<file path="src/rtl/rf_write_arbiter_if.sv">
// Requester/register-file handshake bundle for the register-file write arbiter.
// The master side is the requesters plus the register-file stall; the slave side is the arbiter.
interface rf_write_arbiter_if #(
  parameter int NREQ = 4,
  parameter int AW   = 5,
  parameter int DW   = 32,
  parameter int GW   = 2
);
  logic [NREQ-1:0]    req_valid;
  logic [NREQ*AW-1:0] req_addr;
  logic [NREQ*DW-1:0] req_data;
  logic [NREQ-1:0]    req_ready;
  logic               stall;
  logic               wr_en;
  logic [AW-1:0]      wr_addr;
  logic [DW-1:0]      wr_data;
  logic [(1<<AW)-1:0] wr_sel;
  logic [GW-1:0]      grant_id;

  modport master (
    output req_valid, req_addr, req_data, stall,
    input  req_ready, wr_en, wr_addr, wr_data, wr_sel, grant_id
  );

  modport slave (
    input  req_valid, req_addr, req_data, stall,
    output req_ready, wr_en, wr_addr, wr_data, wr_sel, grant_id
  );
endinterface

</file>
<file path="src/rtl/rf_write_arbiter.sv">
// Round-robin arbiter sharing the register-file write port among NREQ writeback requesters.
// One grant per cycle; the winning write is registered with a pre-decoded one-hot select.
module rf_write_arbiter #(
  parameter int NREQ = 4,
  parameter int AW   = 5,
  parameter int DW   = 32,
  parameter int GW   = 2
) (
  input  logic               clk,
  input  logic               rst_n,
  rf_write_arbiter_if.slave  bus
);
  localparam int NENT = 1 << AW;

  logic [GW-1:0]   ptr_q;
  logic [GW-1:0]   ptr_d;
  logic            wr_en_q;
  logic [AW-1:0]   wr_addr_q;
  logic [DW-1:0]   wr_data_q;
  logic [NENT-1:0] wr_sel_q;
  logic [NENT-1:0] wr_sel_d;
  logic [GW-1:0]   grant_id_q;

  logic [NREQ-1:0] grant_oh;
  logic [GW-1:0]   grant_idx;
  logic            grant_vld;
  int              cand;
  logic [AW-1:0]   win_addr;
  logic [DW-1:0]   win_data;

  // Search starts at ptr and wraps explicitly modulo NREQ, so non-power-of-two NREQ never yields unused ids.
  always_comb begin
    grant_oh  = '0;
    grant_idx = '0;
    grant_vld = 1'b0;
    cand      = 0;
    if (rst_n && !bus.stall) begin
      for (int k = 0; k < NREQ; k++) begin
        cand = (int'(ptr_q) + k) % NREQ;
        if (!grant_vld && bus.req_valid[cand]) begin
          grant_vld      = 1'b1;
          grant_idx      = GW'(cand);
          grant_oh[cand] = 1'b1;
        end
      end
    end
  end

  always_comb begin
    win_addr = bus.req_addr[int'(grant_idx)*AW +: AW];
    win_data = bus.req_data[int'(grant_idx)*DW +: DW];
    wr_sel_d = '0;
    if (win_addr != '0) begin
      wr_sel_d[win_addr] = 1'b1;
    end
    ptr_d = (int'(grant_idx) == NREQ - 1) ? '0 : grant_idx + GW'(1);
  end

  always_ff @(posedge clk or negedge rst_n) begin
    if (!rst_n) begin
      ptr_q      <= '0;
      wr_en_q    <= 1'b0;
      wr_addr_q  <= '0;
      wr_data_q  <= '0;
      wr_sel_q   <= '0;
      grant_id_q <= '0;
    end else begin
      wr_en_q  <= 1'b0;
      wr_sel_q <= '0;
      if (grant_vld) begin
        // Register 0 completes the handshake and updates addr/data, but never strobes the file.
        wr_en_q    <= (win_addr != '0);
        wr_sel_q   <= wr_sel_d;
        wr_addr_q  <= win_addr;
        wr_data_q  <= win_data;
        grant_id_q <= grant_idx;
        ptr_q      <= ptr_d;
      end
    end
  end

  assign bus.req_ready = grant_oh;
  assign bus.wr_en     = wr_en_q;
  assign bus.wr_addr   = wr_addr_q;
  assign bus.wr_data   = wr_data_q;
  assign bus.wr_sel    = wr_sel_q;
  assign bus.grant_id  = grant_id_q;
endmodule

</file>
<file path="src/flat_wrapper.sv">
// flat-port wrapper written by rule: the top's interface ports become plain ports
module rf_write_arbiter_flat 
#(
  parameter int NREQ = 4,
  parameter int AW   = 5,
  parameter int DW   = 32,
  parameter int GW   = 2
)
  (clk, rst_n, bus_req_valid, bus_req_addr, bus_req_data, bus_stall, bus_req_ready, bus_wr_en, bus_wr_addr, bus_wr_data, bus_wr_sel, bus_grant_id);
  rf_write_arbiter_if #(.NREQ(NREQ), .AW(AW), .DW(DW), .GW(GW)) bus_i ();
  input  logic clk;
  input  logic rst_n;
  input wire logic [$bits(bus_i.req_valid)-1:0] bus_req_valid;
  input wire logic [$bits(bus_i.req_addr)-1:0] bus_req_addr;
  input wire logic [$bits(bus_i.req_data)-1:0] bus_req_data;
  input wire logic [$bits(bus_i.stall)-1:0] bus_stall;
  output wire logic [$bits(bus_i.req_ready)-1:0] bus_req_ready;
  output wire logic [$bits(bus_i.wr_en)-1:0] bus_wr_en;
  output wire logic [$bits(bus_i.wr_addr)-1:0] bus_wr_addr;
  output wire logic [$bits(bus_i.wr_data)-1:0] bus_wr_data;
  output wire logic [$bits(bus_i.wr_sel)-1:0] bus_wr_sel;
  output wire logic [$bits(bus_i.grant_id)-1:0] bus_grant_id;
  assign bus_i.req_valid = bus_req_valid;
  assign bus_i.req_addr = bus_req_addr;
  assign bus_i.req_data = bus_req_data;
  assign bus_i.stall = bus_stall;
  assign bus_req_ready = bus_i.req_ready;
  assign bus_wr_en = bus_i.wr_en;
  assign bus_wr_addr = bus_i.wr_addr;
  assign bus_wr_data = bus_i.wr_data;
  assign bus_wr_sel = bus_i.wr_sel;
  assign bus_grant_id = bus_i.grant_id;
  rf_write_arbiter #(.NREQ(NREQ), .AW(AW), .DW(DW), .GW(GW)) u_core (.clk(clk), .rst_n(rst_n), .bus(bus_i));
endmodule
</file>
<file path="config.mk">
export PLATFORM = sky130hd
export DESIGN_NAME = rf_write_arbiter_flat
export DESIGN_NICKNAME = d
export VERILOG_FILES = /design/src/rtl/rf_write_arbiter_if.sv /design/src/rtl/rf_write_arbiter.sv /design/src/flat_wrapper.sv
export SDC_FILE = /design/constraint.sdc
export NUM_CORES = 1
export LEC_CHECK = 0
export ABC_AREA = 1
export CORE_MARGIN = 10
export CORE_UTILIZATION = 25
export DETAILED_ROUTE_END_ITERATION = 16
export HOLD_SLACK_MARGIN = 0.1
export SLEW_MARGIN = 5
export SYNTH_ARGS = -nofsm -noshare
export SYNTH_HDL_FRONTEND = slang
export SYNTH_SLANG_ARGS = --single-unit
</file>
<file path="constraint.sdc">
create_clock -name clk -period 2.96 [get_ports clk]
set_clock_uncertainty 0.1 [all_clocks]
set_input_delay 0.592 -clock clk [delete_from_list [all_inputs] [get_ports clk]]
set_output_delay 0.592 -clock clk [all_outputs]
set_load 0.01 [all_outputs]
</file>
* After elaboration in Yosys (flattened, before gate mapping)
Index checks and enable logic that the tools add are counted.
** Storage, ports and cells
- Input bits :: 155
- Flip-flop bits (word level) :: 74
** Cells by class
- Shift-type cells :: 2
- Muxes and demuxes :: 46
- Bitwise operators :: 6
- Order comparisons :: 10
- $add $sub $neg :: 4
- Equal/unequal tests :: 1
- Reduce and logical (&&, ||, !) cells :: 17
- Multipliers :: 1
** Operator list (number)
- $shiftx 128x8->32 :: 1
- $mux 32 :: 2
- $mux 4 :: 8
- $shiftx 20x32->5 :: 1
- $mux 1 :: 21
- $lt 3x4->1 const B :: 3
- $mux 2 :: 6
- $or 4x4->4 :: 3
- $ge 3x1->1 const B :: 3
- $logic_and 1x1->1 :: 9
- $bmux 1 s2 :: 4
- $demux 1 s2 :: 4
- $lt 5x6->1 const B :: 1
- $reduce_or 2->1 :: 3
- $demux 1 s5 :: 1
- $ge 5x1->1 const B :: 1
- $mul 2x3->5 const B :: 1
- $reduce_bool 5->1 :: 1
- $add 2x1->2 const B :: 2
- $add 2x2->2 const B :: 2
- $logic_not 1->1 :: 4
- $and 1x1->1 const A :: 3
- $lt 2x3->1 const B :: 1
- $eq 2x1->1 const B :: 1
- $ge 2x1->1 const B :: 1

* Longest topological paths before layout
Gate-level depths: netlist of run 1.
- Depth after elaboration :: 25
- Gate-level depth with buffers :: 17

* Worst setup path before layout of run 1
No wires, ideal clock.
- Kind :: register to output
- Start point :: register u_core.ptr_q[1]
- End point :: output port bus_req_ready[2]
- Slack :: 0.362 ns
- Path buffers :: 0
- Stages on the path, launching flop included :: 12
- Arrival :: 1.906 ns
- Cells stage by stage :: dfrtp_1 inv_1 ha_1 inv_1 nand2_1 nand2_2 nor2_8 nand2_4 nor2_8 nand2_1 a311o_1 inv_1
** Between the ends
- Longest elaborated chain between the ends :: 16
- Elaborated cells between the ends (all ways) :: 63
- Classes of those cells :: add/sub: 3; order compare: 8; mux: 33; bitwise: 6; reduce/logical: 13
** RTL lines
- start, declared :: line rf_write_arbiter.sv:15 : logic [GW-1:0] ptr_q;
- start signal, assigned :: line rf_write_arbiter.sv:77 : ptr_q <= ptr_d;
- $add 2x1->2 or $bmux 1 s2 (tied branches) :: line rf_write_arbiter.sv:39, rf_write_arbiter.sv:40
- $reduce_or 2->1 (no line) or $mux 1 (tied branches)
- $and 1x1->1 (no line) or $mux 1 (tied branches)
- $lt 3x4->1 (not written as such), or another cell as far along :: line rf_write_arbiter.sv:43 : grant_oh[cand] = 1'b1;
- $logic_and 1x1->1 (not written as such) or $logic_not 1->1 (tied branches) :: line rf_write_arbiter.sv:43, rf_write_arbiter.sv:40
- $mux 1 (not written as such) or $logic_and 1x1->1 (tied branches) :: line rf_write_arbiter.sv:43, rf_write_arbiter.sv:40
- $demux 1 s2 or $mux 1 (tied branches)
- $or 4x4->4 (no line) or $mux 1 (tied branches)
- $mux 4 or $logic_not 1->1 (tied branches) :: line rf_write_arbiter.sv:40 : if (!grant_vld && bus.req_valid[cand]) begin
- $mux 4 or $logic_and 1x1->1 (tied branches) :: line rf_write_arbiter.sv:37, rf_write_arbiter.sv:40
- $or 4x4->4 (no line) or $mux 1 (tied branches)
- $mux 4 or $mux 1 (tied branches) :: line rf_write_arbiter.sv:40, rf_write_arbiter.sv:37
- $mux 4 or $logic_not 1->1 (tied branches) :: line rf_write_arbiter.sv:37, rf_write_arbiter.sv:40
- $or 4x4->4 (no line) or $logic_and 1x1->1 (tied branches)
- $mux 4 (*) :: line rf_write_arbiter.sv:40
- $mux 4 (*) :: line rf_write_arbiter.sv:37 : if (rst_n && !bus.stall) begin
- end, declared :: line flat_wrapper.sv:17 : output wire logic [$bits(bus_i.req_ready)-1:0] bus_req_ready;
Every way passes the cells marked *; elsewhere a longest branch is shown, timed or not. The select of a mux whose other input is x is not followed.

* Final worst setup path of run 1
- Start point :: register u_core.ptr_q[0]
- End point :: output port bus_req_ready[2]
The elaborated chain is that of the path after synthesis.

==> reports/qor.txt, run 1 <==
Critical-path top delay cell: dfrtp_2
Routed wire length: 17400 microns
Max Slew Vio Count: 0
CP required: 2270 ps
DRC viols: 0
Synthesized area per cell: 7.83 sq um
RSZ-0062 raised after global routing: no
First-pass GRT wire length: 26700 microns
Finished Cell Area: 7380 sq um
Synth warn: 0
Post-synthesis xor/xnor area fraction: 0%
Clock Root Buffer: clkbuf_16
Power per cell area: 891 nW/um^2
WL/cell: 17.0 microns
Largest fanout on the critical path: 5
Multi-input logic area: 2210 sq um
ANT nets after route: 0
Worst-path cell chain: inv_6 > ha_4 > inv_1 > nand2_2 > nand2_4 > nor2_8 > nand2_4 > nor2_8 > nand2_1 > a311o_1 > inv_1 > buf_2
Ports: 231
CTS Buf Count: 9
H-tree depth reported by CTS: 3
Max Clock Freq: 0.354 GHz
Setup crit end kind: output pin
R2r setup slk: 280 ps
Synth Register Bits: 74
CP peak stage delay: 410 ps
Crit share post-route: 95.5%
CTS tree: built
DR iter-0 viols: 162
CP Class: reg -> out
Slew HR: 61.2%
Period minus WS final: 2830 ps
Worst path top cell family by delay: simple AND/OR/NAND/NOR gates
Number of global-route vias before repair: 4825
Core Area: 16700 sq um
Largest net degree at the start of global routing: 44
Starting Density: 25.6%
Largest family of logic cells by synthesized area: simple AND/OR/NAND/NOR gates
Status: complete, no violations
Worst slew pin tran: 581 ps
Die height: 151 microns
# port buffers: 230
Synth Area in Simple Gates: 32.3%
Std-Cell Rows: 47
DIE WIDTH: 151 microns
N_diodes: 0
Router iterations before antenna repair: 4
CP Data Arrival Time: 2130 ps
P&R area growth vs syn: 72.4%
Kind of start point of the critical path: register
Share of layout cells above drive strength 1: 15.0%
Hold slack final: 200 ps
Mapped Cells: 547
Remaining Overflow, GRT: 0
# setup viols final: 0
VDD IR-drop max: 0.320 mV
Setup slack at placement: -384 ps
Fin worst setup slack: 134 ps
Clock buffer depth: 2
Vias per cell: 4.57
GP Congestion: 0.844
Leakage power: 0.00318 uW
Seq/Total Area, Yosys: 43.2%
Max-cap check violation count: 0
NumNets Final: 963
Synth Area in Adders: 2.63%
Total GRT Usage: 14.9%
Die area: 22800 sq um
Sink Count: 74
Initial antenna violation count: 0
Mux cell area share after synthesis: 0%
Storage element area: 1850 sq um
Filler cell count: 1675
# hold bufs at CTS: 0
Distinct cells, synth: 30
Mapped cell area: 4280 sq um
Setup TNS: 0 ps
Syn Nets: 711
Clk slew on worst S/H paths: 60 ps
Critical path buffers and inverters: 4
Synth Area in Compound Gates: 15.6%
Vias post-DR: 4675
Placed Instance Area: 7020 sq um
Hpwl dp: 13800 microns
Fin. Hold Viols: 0
Hold crit path type: in -> async
Clk_lat worst skew: 340 ps
[placed cells by master, fill, tap and decap left out, types with 4 or more instances in the layout]
cell and count:
inv_2 7, nand3_2 17, dfrtp_1 73, clkdlybuf4s50_1 221, nand3_1 18, o221ai_1 12, nor2_1 159, nand2_2 11
nor2_4 5, buf_12 4, inv_1 14, nand2_4 8, a31oi_1 20, buf_4 37, o21ai_0 73, clkbuf_16 9
dlygate4sd2_1 5, nand2_1 71, inv_6 4, ha_1 8
[kinds of logic (layout without fill, tap and decap cells)]
| group | count (synthesis) | in the layout |
|---|---|---|
| other | 1 | 1 |
| AOI/OAI and AO/OA | 115 | 115 |
| adders and majority gates | 9 | 9 |
| and+or+nand+nor | 295 | 295 |
| DFF | 74 | 74 |
| buffers and inverters | 53 | 310 |
[worst paths after layout]
path | start | endpoint | depth (start not counted)
setup / recovery | u_core.ptr_q[0] | bus_req_ready[2] | 12
hold / removal | rst_n | u_core.bus.wr_sel[28] | 2
setup reg to reg | u_core.ptr_q[0] | u_core.bus.wr_en | 18
hold reg to reg | u_core.bus.wr_addr[0] | u_core.bus.wr_addr[0] | 2
max in group asynchronous | rst_n | u_core.bus.wr_data[19] | 3
min in group clk | u_core.bus.wr_addr[0] | u_core.bus.wr_addr[0] | 2
[sequential cells by signal (all words and copies together), names as in the netlist]
| name | flops |
|---|---|
| u_core.bus.wr_sel | 32 |
| u_core.bus.wr_addr | 5 |
| u_core.bus.wr_data | 32 |
| u_core.bus.grant_id | 2 |
| u_core.bus.wr_en | 1 |
| u_core.ptr_q | 2 |
[synth_stat cells]
cell type    n  share of area (%)
o21ai_0     73                8.5
nor2_1     161                 14
a31oi_1     20                2.9
inv_6        1               0.20
clkbuf_1     8               0.70
nand3_1     19                2.2
nor2_8       2               0.93
buf_4        7                1.2
inv_1       16                1.4
o21ai_1      2               0.23
nand2_4      7                1.8
dfrtp_1     74                 43
nor2_2       1               0.15
o21ai_2      1               0.20
a21boi_0     1               0.18
a22oi_1      3               0.53
nor2_4       5                1.3
nand4_1      1               0.15
nand2_2     10                1.5
conb_1       1              0.088
nand3_2     16                3.7
a21oi_2      1               0.20
nand2_1     73                6.4
a21oi_1      1               0.12
a311o_1      1               0.23
inv_2        5               0.44
ha_1         9                2.6
buf_2       14                1.6
buf_6        2               0.53
o221ai_1    12                2.5
[power breakdown]
part           switching [uW]  internal [uW]  total (uW)
clock                     487            670        1160
combinational            2140           1800        3940
sequential                174           1310        1490
[repair_timing]
item / CTS / global route
resized for setup: 21 / 9
endpoints found under the hold margin: 0 / 0
pin swaps: 8 / 1
buffers inserted: 2 / 2
setup endpoints to repair: 6 / 16
[routing by layer]
| metal | GRT usage (%) | up-vias | wire length, microns |
|---|---|---|---|
| met3 | 6.21 | 18 | 1840 |
| met5 | 0 | - | 0 |
| met1 | 17.2 | 2148 | 7140 |
| met2 | 24.5 | 198 | 8130 |
| li1 | - | 2311 | - |
| met4 | 4.76 | 0 | 325 |
[through the flow]
step                      util [%]  std cells  power, uW
after floorplan                  -        547       3550
after global placement        42.0       1004       5300
after detailed placement      42.0       1004       5310
after CTS                     44.1       1022       6590
after global routing          44.2       1024       7080
final                         44.2       1024       6580
[area by class of cell]
type,instances,area share [%]
well taps,220,3.73
clock buffers,9,3.05
clock inverters,7,1.14
repair buffers,272,35.9
multi-input cells,420,29.9
inverters,22,1.19
flip-flops and latches,74,25.1
(Power assumes the default switching activity.)
==> run 2, diff against run 1 <==
CTS_CLUSTER_DIAMETER = 60   (was unset)
SLEW_MARGIN = unset   (was 5)
==> results of run 2 <==
The final DEF is identical to that of run 1; final timing and power are the same.
==> run 3, diff against run 2 <==
CAP_MARGIN = 5   (was unset)
GPL_TIMING_DRIVEN = 0   (was unset)
PLACE_DENSITY = 0.59   (was unset)
==> run 3 against run 2 <==
Net effect: register-to-register slack worse by 90 ps; sequential cell count unchanged; fmax shrank 1.8%; sequential power about the same; clock power is 6% higher; routed wire length increased by 7.1%; via count decreased by 0.26%; final area increased by 0.34%; highest routed layer unchanged; critical path depth fell by 1; critical path type unchanged; non-clock buffer count rose by 8; largest power group unchanged; critical endpoint unchanged; clock-buffer cell count up 1.
==> reports/qor.txt, run 3 (synthesis results as in run 1) <==
Status: complete, no violations
Router iterations before antenna repair: 6
Reg-to-Reg Start: u_core.ptr_q[0]
Clk slew on worst S/H paths: 60 ps
Clock buffer depth: 2
CP required: 2270 ps
DRC viols: 0
Total GRT Usage: 15.9%
Sw Pwr: 2820 uW
# hold bufs at CTS: 0
Fin. Hold Viols: 0
H-tree depth reported by CTS: 3
Final Total Pwr: 6630 uW
Non-Filler Instances: 1032
Hpwl dp: 14800 microns
Max Slew Vio Count: 0
Ports: 231
Hold crit path type: in -> async
Kind of start point of the critical path: register
Initial antenna violation count: 0
DR iter-0 viols: 213
WL/cell: 18.1 microns
ANT nets after route: 0
Remaining Overflow, GRT: 0
Finished Cell Area: 7410 sq um
Commonest non-fill, non-tap cells in the layout: clkdlybuf4s50_1 (221), nor2_1 (160), o21ai_0 (73), dfrtp_1 (73), nand2_1 (69)
Gate power share: 59.3%
Most common cell after layout, fill and taps aside: clkdlybuf4s50_1
Routed wire length: 18700 microns
Clock Root Buffer: clkbuf_16
Net Sw Frac: 42.6%
Power per cell area: 895 nW/um^2
CTS tree: built
Die height: 151 microns
CTS Buf Count: 9
Worst slew pin tran: 591 ps
Placed Instance Area: 6880 sq um
Sink Count: 74
GP Congestion: 0.881
CP Class: reg -> out
RSZ-0062 raised after global routing: no
Starting Density: 25.6%
Vias post-DR: 4663
VDD IR-drop max: 0.344 mV
Max-cap check violation count: 0
P&R area growth vs syn: 72.9%
Largest fanout on the critical path: 4
Vias per cell: 4.52
Clk_lat worst skew: 330 ps
Die area: 22800 sq um
Number of global-route vias before repair: 4875
Max Clock Freq: 0.347 GHz
Crit share post-route: 97.3%
N_diodes: 0
DIE WIDTH: 151 microns
Slew HR: 60.6%
# setup viols final: 0
Hold slack final: 126 ps
Seq pwr share: 22.2%
Leakage power: 0.00320 uW
Core Area: 16700 sq um
CP Data Arrival Time: 2190 ps
Largest net degree at the start of global routing: 40
# port buffers: 230
Clock power frac: 18.6%
NumNets Final: 971
Dpl cells: 998
Worst Setup SP: u_core.ptr_q[0]
Share of layout cells above drive strength 1: 15.5%
Period minus WS final: 2880 ps
Filler cell count: 1698
Std-Cell Rows: 47
First-pass GRT wire length: 27700 microns
Internal power: 3800 uW
Setup crit end kind: output pin
[run 3: changes by cell type in the layout (fill, tap and decap cells not counted), moves of 2 or more]
cell and change:
buf_6 +3, clkbuf_1 +4, dlygate4sd2_1 -2, buf_2 +11, inv_6 -3, clkbuf_4 +2
nand2_2 +3, buf_4 -13, clkbuf_2 +4, nor2_2 -2, buf_12 -3, nand2_1 -2
[run 3: layout make-up]
class | instances | area, sq um | area share [%]
Buffer | 31 | 198 | 2.67
Clock buffer | 10 | 239 | 3.23
Clock inverter | 6 | 97.6 | 1.32
Inverter | 22 | 93.8 | 1.27
Multi-Input combinational cell | 420 | 2210 | 29.8
Sequential cell | 74 | 1850 | 25.0
Tap cell | 220 | 275 | 3.72
Timing Repair Buffer | 249 | 2440 | 33.0
[run 3: worst paths after layout]
path | endpoint | cells after the start | slack [ps]
worst max-delay path | bus_req_ready[2] | 11 | 80
worst min-delay path | u_core.bus.wr_sel[30] | 1 | 130
worst max register to register | u_core.bus.wr_data[26] | 16 | 190
worst min register to register | u_core.bus.wr_addr[1] | 2 | 390
max in group asynchronous | u_core.bus.wr_data[4] | 2 | 2040
min in group clk | u_core.bus.wr_addr[1] | 2 | 390
[run 3: critical path, stage by stage (launching register included)]
cell and delay (ps):
dfrtp_1 390, buf_6 140, inv_8 50, ha_4 210, nand3_1 120, nand2_2 110, nor2_8 110, buf_6 110
nand3_1 60, a311o_1 370, inv_1 60, buf_2 120
[run 3: per-layer routing]
layer | global-route usage [%] | up-vias | routed length [microns]
li1 | - | 2329 | -
met3 | 6.06 | 17 | 1740
met5 | 0 | - | 0
met1 | 18.3 | 2123 | 7710
met2 | 27.1 | 194 | 9010
met4 | 4.48 | 0 | 214
[run 3: metrics by stage]
| stage | worst slack, ps | utilization [%] | setup TNS, ps |
|---|---|---|---|
| final | 80.8 | 44.4 | 0 |
| after floorplan | 362 | - | 0 |
| after detailed placement | -499 | 41.2 | -10880 |
| after CTS | -29.8 | 43.9 | -29.8 |
| after global placement | -2950 | 41.1 | -335000 |
| after global routing | 0.865 | 44.4 | 0 |
[run 3: power by group through the flow]
stage	registers, uW	clock network [uW]	logic [uW]
after floorplan	1620	0	1920
final	1470	1230	3930
after global routing	1510	1310	4310
after global placement	1490	0	3580
after detailed placement	1500	0	3570
after CTS	1470	1260	3840
[run 3: timing repair]
action                                 4_1_cts  5_1_grt
setup endpoints to repair                   66       70
gates resized for setup                     25       27
buffers inserted                            16        2
pin swaps                                    7        8
endpoints found under the hold margin        0        0
